==> config.mk <==
export PLATFORM = sky130hd
export DESIGN_NAME = shl_skid_stage
export DESIGN_NICKNAME = d
export VERILOG_FILES = /design/src/rtl/shl_skid_pkg.sv /design/src/rtl/coreir_shl.sv /design/src/rtl/shl_skid_buffer.sv /design/src/rtl/shl_skid_stage.sv
export SDC_FILE = /design/constraint.sdc
export NUM_CORES = 1
export LEC_CHECK = 0
export CAP_MARGIN = 30
export CORE_MARGIN = 1
export CORE_UTILIZATION = 45
export CTS_CLUSTER_DIAMETER = 60
export CTS_CLUSTER_SIZE = 25
export DETAILED_ROUTE_END_ITERATION = 16
export GPL_ROUTABILITY_DRIVEN = 0
export PLACE_DENSITY = 0.69
export SETUP_SLACK_MARGIN = 0.4
export SYNTH_ARGS = -nofsm -noshare
export SYNTH_HDL_FRONTEND = slang
export SYNTH_HIERARCHICAL = 1
export SYNTH_SLANG_ARGS = --single-unit
export TNS_END_PERCENT = 10
==> constraint.sdc <==
create_clock -name CLK -period 1.89 [get_ports CLK]
set_clock_uncertainty 0.2 [all_clocks]
set_input_delay 0.189 -clock CLK [delete_from_list [all_inputs] [get_ports CLK]]
set_output_delay 0.189 -clock CLK [all_outputs]
set_load 0.02 [all_outputs]
==> src/rtl/shl_skid_pkg.sv <==
// Shared types and constants for the shl_skid_stage block.
// Optional OVF output is enabled by defining SHL_SKID_OVF_EN.
package shl_skid_pkg;

    localparam int DEFAULT_WIDTH = 3;

    typedef struct packed {
        logic [DEFAULT_WIDTH-1:0] a;
        logic [DEFAULT_WIDTH-1:0] amt;
    } operand_t;

endpackage

==> src/rtl/coreir_shl.sv <==
// Combinational left shift with CoreIR semantics: result truncated to width,
// and any shift amount >= width yields zero.
module coreir_shl #(
    parameter int width = 1
) (
    input  logic [width-1:0] in0,
    input  logic [width-1:0] in1,
    output logic [width-1:0] out
);

    assign out = in0 << in1;

endmodule

==> src/rtl/shl_skid_buffer.sv <==
// Generic 2-entry ready/valid skid buffer: main entry feeds downstream, skid
// entry absorbs one transfer while main is stalled. in_ready is registered.
module shl_skid_buffer
    import shl_skid_pkg::*;
#(
    parameter type data_t = operand_t
) (
    input  logic  CLK,
    input  logic  RESET,
    input  logic  in_valid,
    output logic  in_ready,
    input  data_t in_data,
    output logic  out_valid,
    input  logic  out_ready,
    output data_t out_data
);

    data_t main_q, main_d;
    data_t skid_q, skid_d;
    logic  main_v, main_v_d;
    logic  skid_v, skid_v_d;
    logic  ready_q;
    logic  in_fire;
    logic  main_free;

    assign in_fire   = in_valid && ready_q;
    assign main_free = !main_v || out_ready;

    always_comb begin
        // NOTE: every output gets a default first so no path leaves one unassigned
        // (which would infer a latch).
        main_v_d = main_v;
        main_d   = main_q;
        skid_v_d = skid_v;
        skid_d   = skid_q;
        if (main_free) begin
            if (skid_v) begin
                main_v_d = 1'b1;
                main_d   = skid_q;
                skid_v_d = in_fire;
                if (in_fire) skid_d = in_data;
            end else begin
                main_v_d = in_fire;
                if (in_fire) main_d = in_data;
            end
        end else if (in_fire) begin
            skid_v_d = 1'b1;
            skid_d   = in_data;
        end
    end

    always_ff @(posedge CLK) begin
        // NOTE: state registers use <= so every flop samples pre-edge values;
        // blocking = here would create order-dependent simulation results.
        if (RESET) begin
            main_v  <= 1'b0;
            skid_v  <= 1'b0;
            ready_q <= 1'b0;
            // NOTE: payload registers are cleared too so nothing stale survives a
            // mid-operation reset; the valid bits alone would suffice for control.
            main_q  <= '0;
            skid_q  <= '0;
        end else begin
            main_v  <= main_v_d;
            skid_v  <= skid_v_d;
            main_q  <= main_d;
            skid_q  <= skid_d;
            ready_q <= !skid_v_d;
        end
    end

    assign in_ready  = ready_q;
    assign out_valid = main_v;
    assign out_data  = main_q;

endmodule

==> src/rtl/shl_skid_stage.sv <==
// Registered ready/valid left-shift stage: skid buffer -> coreir_shl -> output
// register. Define SHL_SKID_OVF_EN to add the registered OVF output.
module shl_skid_stage
    import shl_skid_pkg::*;
#(
    parameter int width = DEFAULT_WIDTH
) (
    input  logic             CLK,
    input  logic             RESET,
    input  logic             in_valid,
    output logic             in_ready,
    input  logic [width-1:0] I0,
    input  logic [width-1:0] I1,
    output logic             out_valid,
    input  logic             out_ready,
    output logic [width-1:0] O
`ifdef SHL_SKID_OVF_EN
    ,
    output logic             OVF
`endif
);

    typedef struct packed {
        logic [width-1:0] a;
        logic [width-1:0] amt;
    } op_t;

    op_t              in_op;
    op_t              main_op;
    logic             main_valid;
    logic             main_ready;
    logic [width-1:0] shl_out;

    assign in_op      = '{a: I0, amt: I1};
    // Main advances when the output register is empty or being drained.
    assign main_ready = !out_valid || out_ready;

    shl_skid_buffer #(
        .data_t (op_t)
    ) u_buf (
        .CLK       (CLK),
        .RESET     (RESET),
        .in_valid  (in_valid),
        .in_ready  (in_ready),
        .in_data   (in_op),
        .out_valid (main_valid),
        .out_ready (main_ready),
        .out_data  (main_op)
    );

    coreir_shl #(
        .width (width)
    ) u_shl (
        .in0 (main_op.a),
        .in1 (main_op.amt),
        .out (shl_out)
    );

    always_ff @(posedge CLK) begin
        if (RESET) begin
            out_valid <= 1'b0;
            O         <= '0;
        end else if (main_ready) begin
            out_valid <= main_valid;
            if (main_valid) O <= shl_out;
        end
    end

`ifdef SHL_SKID_OVF_EN
    // Bits lost are the top 'amt' bits of a; ones >> amt clears exactly those,
    // and an amount >= width clears all of them.
    logic [width-1:0] keep_mask;
    logic             ovf_d;

    assign keep_mask = {width{1'b1}} >> main_op.amt;
    assign ovf_d     = |(main_op.a & ~keep_mask);

    always_ff @(posedge CLK) begin
        if (RESET) begin
            OVF <= 1'b0;
        end else if (main_ready && main_valid) begin
            OVF <= ovf_d;
        end
    end
`endif

endmodule
==> results of run 1 <==
[per-layer routing]
| layer | vias to the layer above | global-route usage (%) |
|---|---|---|
| li1 | 360 | - |
| met4 | 0 | 8.57 |
| met2 | 10 | 29.2 |
| met5 | - | 0 |
| met1 | 299 | 19.3 |
| met3 | 2 | 4.62 |
[state kept, by name (all words and copies together) (netlist names)]
register	flops
u_buf/skid_q	6
u_buf/skid_v	1
out_valid	1
u_buf/in_ready	1
u_buf/out_data	6
u_buf/out_valid	1
O	3
[final cells by class]
cell class                 count  area (um2)  share of cell area, %
timing repair buffer          17         164                   14.9
tap                           25        31.3                   2.84
sequential                    19         384                   34.9
multi-input combinational     65         487                   44.3
clock buffer                   4        26.3                   2.39
inverter                       2        7.51                  0.683
[tightest hold or removal path: cells and delay by family, from the launching register on]
kind,cells,cell delay (ns)
AND/OR/NAND/NOR,1,0.06
multiplexers,1,0.05
flip-flops,1,0.33
[power groups by stage]
stage / registers, uW / clock network, uW / logic, uW
finish: 425 / 202 / 88.6
global route: 428 / 229 / 98.0
CTS: 425 / 214 / 89.4
detailed placement: 435 / 0 / 89.6
global placement: 435 / 0 / 88.8
floorplan: 436 / 0 / 48.2
[metrics by stage]
stage                     cell area [um2]  instances  power [uW]  setup slack, ns
after floorplan                       920         91         485            0.398
after global placement               1070        128         523            0.158
after detailed placement             1070        128         524            0.112
after CTS                            1100        132         729            0.225
after global routing                 1100        132         756            0.201
final                                1100        132         716            0.263
[placed cells by master (no fill, tap or decap), types with 3 or more instances in the layout]
cell type	count
a211oi_1	8
a21bo_1	3
a21oi_1	10
buf_4	3
clkbuf_4	3
clkdlybuf4s50_1	12
dfxtp_1	18
mux2i_1	13
nand2b_1	13
nand3_1	3
nor3_1	3
[how the worst max path moves through the flow]
stage                   start               to  slack (ns)  cells past startpoint
floorplan           out_valid  u_buf/skid_q[0]        0.40                      6
global placement    out_ready  u_buf/skid_q[3]        0.16                      5
detailed placement  out_ready  u_buf/skid_q[5]        0.11                      5
CTS                 out_valid        out_valid        0.22                      1
global route             O[1]             O[1]        0.20                      1
finish                   O[0]             O[0]        0.26                      1
[cells by family (layout without fill, tap and decap cells)]
logic type / count (synthesis) / count (layout) / synth area share [%]
buffers and inverters: 7 / 23 / 5.33
multiplexers: 13 / 13 / 14.2
AO/OA/AOI/OAI: 27 / 27 / 21.3
flip-flops: 19 / 19 / 41.5
AND/OR/NAND/NOR: 25 / 25 / 17.6
[what timing repair did]
action                     in CTS  in global routing
hold endpoints to repair        0                  0
pin swaps                       0                  0
resized for setup               1                  1
setup buffers                   0                  0
cloned                          0                  0
setup endpoints to repair       5                 12
==> metrics, run 1 <==
status=completed; CTS H-tree depth=1; # hold bufs at CTS=0; Core Rows=15; hold slack=around 0.28 ns; DRT iter0 DRCs=3; Mapped Nets=between 100 and 150; metal2 WL=771 um; final wirelength=between 1500 and 2000 um; largest net degree at the start of global routing=26; Final min period=~1.6 ns; vias in the first global route=640; combinational share of power=12.4%; CORE AREA=1820 um2; Fill cells=169; # port buffers=14; post-synth top area cell=dfxtp_1; #FFs+latches synth=19; GR Util All Layers=17.0%; RR Startpoint=u_buf/out_valid; chip height=47.1 um; first-pass GRT wire length=2570 um; P per Cell Area=651 nW/um2; layout cells sized above 1=12.1%; Distinct cells, synth=21; Int Power=545 uW; Post-DRT Antenna Nets=0; final setup fails=0; CTS Sinks=19; CTS max path bufs=2; M1 WL=731 um; top post-synthesis cells by area=dfxtp_1, mux2i_1, nand2b_1, a211oi_1, a21oi_1; Crit-path slowest cell=clkdlybuf4s50_1; wire length on met3=38 um; Cell Area, Synth=between 900 and 1000 um2; Gate Count Post-Synth=91; Max-Cap Viols=0; utilization after layout=between 60% and 70%; clock share of power=28.2%; CP cell instances=clkdlybuf4s50_1; Initial Utilization=50.3%; most common cell in the netlist=dfxtp_1; Max-slew headroom=78.9%; Syn Area/Cell=10.1 um2; Root Driver=clkbuf_4; WHS Path Cells=2; CTS clk-pin slew, worst paths=0.11 ns; Avg WL per Cell=11.8 um; VDD IR max=0.309 mV; CTS tree=done; sequential-to-total area share from yosys stat=about two fifths; Top delay family on crit path=buffers and inverters; worst r2r path cells=3; Top Ports=15; WHS Endpoint=u_buf/skid_q[3]; CP Max Fanout=2; Seq pwr share=59.4%; total global routing overflow=0; post-route DRC violation count=0; Worst R2R Setup Slack=~0.44 ns; final hold violation count=0; antenna violations before repair=0; clock latency on the worst-skew pair=0.29 ns; Final Max Slew Viols=0; Leakage=0.000391 uW; Syn-to-layout area delta=20.1%; NumNets Final=118; Die Span X=47.1 um; CTS Buf Count=3; Tcrit/Tclk final=86.1%; Critical Path AT=roughly 1.2 ns; EDFF count, synth=0; YS warnings=6; unrepaired setup endpoints after global routing=yes; Highest Signal Layer=met4; top_reg_cell synth=dfxtp_1; crit start category=flip-flop; worst min path class=flip-flop to flip-flop; CP Data Required Time=1.50 ns; drt via density=5.08; ANT cells=0; Net Switching=171 uW; vias=671; DPL Wire Length=1080 um; Setup crit end kind=output pin; critical hold path startpoint=u_buf/skid_q[3]; FMAX=615 MHz; post-synth top area share=41.5%; final setup TNS=0 ns; Post-synth top cells=dfxtp_1, mux2i_1, nand2b_1, a21oi_1, a211oi_1; Worst-Margin Slew=0.317 ns; Synth async-reset ratio=0%; crit path kind=flip-flop to output pin; worst reg2reg endpoint=u_buf/skid_q[2]; switching share of power=23.9%; peak per-stage delay on the critical path=0.60 ns; total die area=2220 um2; DRT Pass-1 Iters=2; CP bufs+invs=1
No activity file was read; power rests on OpenSTA's default activity.
==> inputs of run 2 (changes only) <==
- GPL_ROUTABILITY_DRIVEN: 0 -> not set
==> results of run 2 <==
Same layout as run 1: the final DEF is identical, and so are final timing and power.
==> inputs of run 3 (changes only) <==
- CAP_MARGIN: 30 -> 20
==> results of run 3 <==
Same layout as run 1: the final DEF is identical, and so are final timing and power.
